**config.mk**
```make
export PLATFORM = sky130hd
export DESIGN_NAME = data_memory_ctrl
export DESIGN_NICKNAME = d
export VERILOG_FILES = /design/src/rtl/data_memory_ctrl.sv
export SDC_FILE = /design/constraint.sdc
export NUM_CORES = 2
export LEC_CHECK = 0
export CAP_MARGIN = 25
export CORE_MARGIN = 5
export CORE_UTILIZATION = 46
export CTS_BUF_LIST = sky130_fd_sc_hd__clkbuf_4
export CTS_CLUSTER_DIAMETER = 200
export DETAILED_ROUTE_END_ITERATION = 10
export MAX_ROUTING_LAYER = met4
export PLACE_DENSITY_LB_ADDON = 0.25
export SETUP_SLACK_MARGIN = 0.1
export SLEW_MARGIN = 10
export SYNTH_ARGS = -nofsm -noshare
export SYNTH_HDL_FRONTEND = slang
export SYNTH_HIERARCHICAL = 1
export SYNTH_SLANG_ARGS = --single-unit
export TNS_END_PERCENT = 1
```
**constraint.sdc**
```tcl
create_clock -name clk -period 4.7 [get_ports clk]
set_input_delay 0.94 -clock clk [delete_from_list [all_inputs] [get_ports clk]]
set_output_delay 0.94 -clock clk [all_outputs]
set_load 0.1 [all_outputs]
```
**src/rtl/data_memory_ctrl.sv**
```systemverilog
// Byte-addressed data memory controller: sub-word loads/stores with extension,
// request checking and a post-reset clear sequencer that zeroes the array.
module dmc_lane #(
    parameter int DEPTH = 64,
    parameter int IDX_W = 6
) (
    input  logic             clk,
    input  logic             we,
    input  logic [IDX_W-1:0] waddr,
    input  logic [7:0]       wdata,
    input  logic [IDX_W-1:0] raddr,
    output logic [7:0]       rdata
);
    logic [7:0] mem [DEPTH];

    always_ff @(posedge clk) begin
        if (we) mem[waddr] <= wdata;
    end

    assign rdata = mem[raddr];
endmodule

module data_memory_ctrl #(
    parameter int DATA_W = 32,
    parameter int DEPTH  = 64,
    parameter int ADDR_W = 32
) (
    input  logic              clk,
    input  logic              rst,
    input  logic [ADDR_W-1:0] address,
    input  logic [DATA_W-1:0] writeData,
    input  logic              MemRead,
    input  logic              MemWrite,
    input  logic [1:0]        size,
    input  logic              unsignedLoad,
    output logic [DATA_W-1:0] readData,
    output logic              readValid,
    output logic              memErr,
    output logic              busy
);
    localparam int NUM_LANES = DATA_W / 8;
    localparam int LANE_BITS = $clog2(NUM_LANES);
    localparam int IDX_W     = $clog2(DEPTH);
    localparam int TOP       = IDX_W + LANE_BITS;

    typedef enum logic {CLEAR, READY} state_t;

    typedef struct packed {
        logic [IDX_W-1:0]     idx;
        logic [LANE_BITS-1:0] lane;
        logic                 oor;
        logic                 mis;
    } dec_t;

    state_t     state;
    logic [IDX_W-1:0] ptr;
    dec_t       dec;
    logic       clearing, bad, ld_ok, st_ok;

    logic [NUM_LANES-1:0]      be;
    logic [NUM_LANES-1:0][7:0] wd;
    logic [NUM_LANES-1:0][7:0] rd_bytes;
    logic [DATA_W-1:0]         rd_word, shifted, ld_val;

    assign dec.idx  = address[TOP-1:LANE_BITS];
    assign dec.lane = address[LANE_BITS-1:0];

    generate
        if (ADDR_W > TOP) begin : g_oor
            assign dec.oor = |address[ADDR_W-1:TOP];
        end else begin : g_no_oor
            assign dec.oor = 1'b0;
        end
    endgenerate

    // Non-power-of-two lane counts leave some lane codes unusable.
    always_comb begin
        dec.mis = 1'b1;
        case (size)
            2'b00:   dec.mis = (32'(dec.lane) >= NUM_LANES);
            2'b01:   dec.mis = address[0] | (32'(dec.lane) + 2 > NUM_LANES);
            2'b10:   dec.mis = |dec.lane;
            default: dec.mis = 1'b1;
        endcase
    end

    assign clearing = (state == CLEAR);
    assign bad      = (MemRead & MemWrite) | dec.mis | dec.oor;
    assign ld_ok    = !clearing & MemRead & !bad;
    assign st_ok    = !clearing & MemWrite & !bad;

    // Per-lane enables and store data steering; halfwords always start on an even lane.
    always_comb begin
        be = '0;
        wd = '0;
        for (int i = 0; i < NUM_LANES; i++) begin
            case (size)
                2'b00: begin
                    be[i] = (LANE_BITS'(i) == dec.lane);
                    wd[i] = writeData[7:0];
                end
                2'b01: begin
                    be[i] = (LANE_BITS'(i) == dec.lane) || (LANE_BITS'(i) == dec.lane + 1'b1);
                    wd[i] = writeData[8*(i%2) +: 8];
                end
                default: begin
                    be[i] = 1'b1;
                    wd[i] = writeData[8*i +: 8];
                end
            endcase
        end
    end

    generate
        for (genvar g = 0; g < NUM_LANES; g++) begin : g_lane
            dmc_lane #(.DEPTH(DEPTH), .IDX_W(IDX_W)) u_lane (
                .clk   (clk),
                .we    (rst & (clearing | (st_ok & be[g]))),
                .waddr (clearing ? ptr : dec.idx),
                .wdata (clearing ? 8'h00 : wd[g]),
                .raddr (dec.idx),
                .rdata (rd_bytes[g])
            );
        end
    endgenerate

    assign rd_word = rd_bytes;
    assign shifted = rd_word >> {dec.lane, 3'b000};

    always_comb begin
        case (size)
            2'b00:   ld_val = {{(DATA_W-8){~unsignedLoad & shifted[7]}}, shifted[7:0]};
            2'b01:   ld_val = {{(DATA_W-16){~unsignedLoad & shifted[15]}}, shifted[15:0]};
            default: ld_val = rd_word;
        endcase
    end

    always_ff @(posedge clk) begin
        if (!rst) begin
            state     <= CLEAR;
            ptr       <= '0;
            busy      <= 1'b1;
            readData  <= '0;
            readValid <= 1'b0;
            memErr    <= 1'b0;
        end else begin
            case (state)
                CLEAR: begin
                    readValid <= 1'b0;
                    memErr    <= 1'b0;
                    ptr       <= ptr + 1'b1;
                    if (ptr == IDX_W'(DEPTH-1)) begin
                        state <= READY;
                        busy  <= 1'b0;
                    end
                end
                default: begin
                    readValid <= ld_ok;
                    memErr    <= (MemRead | MemWrite) & bad;
                    if (ld_ok) readData <= ld_val;
                end
            endcase
        end
    end
endmodule

```
==> flow_summary.json <==
{
  "crit_path_top_delay_cell": "sky130_fd_sc_hd__clkdlybuf4s50_1",
  "seqPwrFrac_pct": 55.0,
  "placed_cells": 6908,
  "fin_worst_skew_ns": 0.07844,
  "clockPowerShare_pct": 40.8,
  "worstPathMaxFanout": 2,
  "final_cell_count_no_fill": 7801,
  "layout_worst_path_cycle_share_pct": 86.03,
  "static-leakage-power_nw": 36.85,
  "fmaxAchievable_ghz": 0.2473,
  "timing.critical_path.max_delay_family": "buffers and inverters",
  "postSynth.topFlopCell": "sky130_fd_sc_hd__edfxtp_1",
  "power.share.combinational_pct": 4.2,
  "detail_route.vias_per_cell": 5.760,
  "final_hold_viol_count": 0,
  "total_number_of_clock_tree_sinks": 2090,
  "cts_max_path_buffers": 4,
  "worst-endpoint-required_ns": 3.76,
  "dpl_worst_slack_ns": -0.06033,
  "floorplan.initialDensity_pct": 46.11,
  "p_int_w": 0.02882,
  "synth.yosys.warnings": 6,
  "max-vdd-ir-drop_v": 0.0002866,
  "drcViolationCount": 0,
  "cts_tree": "done",
  "number_of_antenna_violations_at_the_first_check_in_global_routing": 6,
  "path_class": "flop to output port",
  "most_frequent_standard_cell_in_the_layout_excluding_fill_and_tap_cells": "sky130_fd_sc_hd__edfxtp_1",
  "place.gp.congestion": 0.8510,
  "global_route_wire_length_before_repair_mm": 305.6,
  "post_synth_fa_ha_maj_area_fraction_pct": 0.1054,
  "area_added_between_synthesis_and_finish_pct": 16.73,
  "route.detailed.wl_per_inst_um": 26.51,
  "cts.clk_slew.worst_paths_ns": 0.06,
  "synth_enable_flop_cells": 2048,
  "cp.buffers_inverters": 1,
  "postRouteAntennaNets": 0,
  "grt_max_degree": 65,
  "fin_nets": 5178,
  "cts.root.buffer_cell": "sky130_fd_sc_hd__clkbuf_4",
  "power.net_switching_w": 0.007927,
  "tightestPinTransition_ns": 1.076,
  "design.portCount": 106,
  "synthesis.instances": 4122,
  "dieHeight_um": 435.0,
  "fin_crit_ns": 4.044,
  "tritoncts.num_buffers": 554,
  "initialDrtViolationCount": 4088,
  "synth_simple_gate_area_share_pct": 4.187,
  "synthMuxAreaShare_pct": 15.91,
  "power.total_w": 0.03675,
  "outcome": "completed",
  "timing.final.max_slew_violations": 0,
  "grt_setup_unrepaired": "false",
  "detailed_place_hpwl_mm": 132.5,
  "drt_pre_antenna_iters": 5,
  "post_route_cells_drive_above_1_share_pct": 36.73,
  "syn_area_per_cell_um2": 20.16,
  "worst_hold_path_type": "flop to flop",
  "worst_slack_ns": 0.6564,
  "synth_compound_area_share_pct": 2.973,
  "final.fill_count": 14170,
  "die_width_um": 435.0,
  "grt_overflow_total": 0,
  "ys_ff_latch": 2090,
  "timing.final.setup_violations": 0,
  "slew_limit_headroom_pct": 28.24,
  "commonest_cells_after_routing_fill_and_taps_aside": "sky130_fd_sc_hd__edfxtp_1 (2,048), sky130_fd_sc_hd__clkbuf_4 (775), sky130_fd_sc_hd__buf_4 (521)",
  "power.switching_fraction_pct": 21.57,
  "maxCapViolations": 0,
  "io_buffers": 105,
  "postSynthNetCount": 4200,
  "post_cts.resized_instances": 0,
  "yosys.cell_types.count": 68,
  "yosysSeqAreaShare_pct": 75.04,
  "critical_path_cell_sequence": "clkdlybuf4s50_1",
  "worst_path_largest_cell_delay_ns": 1.22,
  "ctsHtreeMaxLevel": 6,
  "worst_ep_arrival_ns": 3.10,
  "timing.critical_path.from_type": "flop",
  "synth_area_mm2": 0.08308,
  "clkLatencyLatePin_ns": 1.36,
  "drt-total-wl_mm": 206.8,
  "powerDensity_mw_per_mm2": 378.9,
  "dominant_combinational_cell_family_by_area_after_synthesis": "multiplexers",
  "critical_path.endpoint_type": "output port",
  "grt_usage_pct": 22.44,
  "synth_async_sr_flop_share_pct": 0,
  "core_area_mm2": 0.1802,
  "number_of_global_route_vias_before_repair": 46490,
  "finalCoreUtilization_pct": 53.83,
  "fp.dieArea_mm2": 0.1892,
  "floorplan.rows": 156,
  "num_vias": 44940,
  "yosys.area_share.xor_xnor_pct": 0.04217
}
[synth_stat cells (29+ instances only)]
cell type                     n  area share (%)
sky130_fd_sc_hd__mux2_2      64            0.87
sky130_fd_sc_hd__buf_2       50            0.30
sky130_fd_sc_hd__mux4_2     505              14
sky130_fd_sc_hd__nand3_1     63            0.38
sky130_fd_sc_hd__o22ai_1     32            0.24
sky130_fd_sc_hd__a221oi_1    31            0.33
sky130_fd_sc_hd__nor2b_1     75            0.56
sky130_fd_sc_hd__dfxtp_1     42             1.0
sky130_fd_sc_hd__nor3_1      33            0.20
sky130_fd_sc_hd__clkbuf_1    87            0.39
sky130_fd_sc_hd__buf_4       54            0.49
sky130_fd_sc_hd__edfxtp_1  2048              74
sky130_fd_sc_hd__nand2b_1    29            0.22
sky130_fd_sc_hd__nor2_1     347             1.6
sky130_fd_sc_hd__a21oi_1     50            0.30
sky130_fd_sc_hd__mux2i_1    112             1.3
sky130_fd_sc_hd__o221ai_1    32            0.34
sky130_fd_sc_hd__o21ai_0     29            0.17
sky130_fd_sc_hd__nand2_1    136            0.61
[state kept, by name (all words and copies together) (netlist names)]
signal,flops
memErr,1
g_lane.u_lane/mem,2048
ptr,6
readData,32
readValid,1
busy,1
state,1
[power by group through the flow]
stage | Sequential (W) | Combinational (W) | Clock [W]
after floorplan | 0.0206 | 0.000890 | 0
after global placement | 0.0206 | 0.00154 | 0
final | 0.0202 | 0.00155 | 0.0150
after global routing | 0.0202 | 0.00162 | 0.0166
after detailed placement | 0.0206 | 0.00155 | 0
after CTS | 0.0202 | 0.00155 | 0.0154
[cell type report]
class | instances | area [um^2] | share of cell area [%]
well taps | 2370 | 2965 | 3.058
repair buffers | 661 | 5685 | 5.862
clock buffers | 775 | 5818 | 5.999
diodes | 8 | 20.02 | 0.02064
flip-flops and latches | 2090 | 62340 | 64.28
multi-input cells | 1788 | 19490 | 20.10
clock inverters | 104 | 638.1 | 0.6580
inverters | 5 | 18.77 | 0.01935
[per-layer routing]
layer	wire length [um]	share of wire (%)	up-vias	GRT usage, %
met5	0	0	-	-
met4	6536	3.2	0	8.243
met3	13870	6.7	345	4.246
met2	105300	51	1850	36.51
met1	81100	39	23400	28.44
li1	-	-	19340	-
[cells by family after synthesis]
family / after synthesis
mux: 681
fa+ha+maj: 7
compound gates: 335
xor+xnor: 4
buf+inv: 244
flops: 2090
simple gates: 761
[through the flow]
stage / TNS (ns) / hold WS [ns] / area [um^2]
finish: 0 / 0.5050 / 96980
floorplan: -48.53 / 0.4714 / 83080
global route: 0 / 0.4578 / 96980
CTS: 0 / 0.3720 / 96870
global placement: -2.146 / 0.4943 / 90380
detailed placement: -0.06033 / 0.5011 / 90400
[worst paths after layout]
kind	from	end	slack, ns	cells after the start
setup reg to reg	g_lane[2].u_lane/mem[39][7]$_DFFE_PP_	readData[15]$_SDFFE_PN0P_	1.14	9
hold / removal	readData[0]$_SDFFE_PN0P_	readData[0]$_SDFFE_PN0P_	0.51	2
setup / recovery	busy$_SDFFE_PN1P_	busy	0.66	1
hold reg to reg	readData[0]$_SDFFE_PN0P_	readData[0]$_SDFFE_PN0P_	0.51	2
[timing repair]
item,CTS,global route
setup endpoints to repair,0,0
buffers inserted,0,0
hold buffers,1,0
endpoints found under the hold margin,11,0
(Power assumes the default switching activity.)
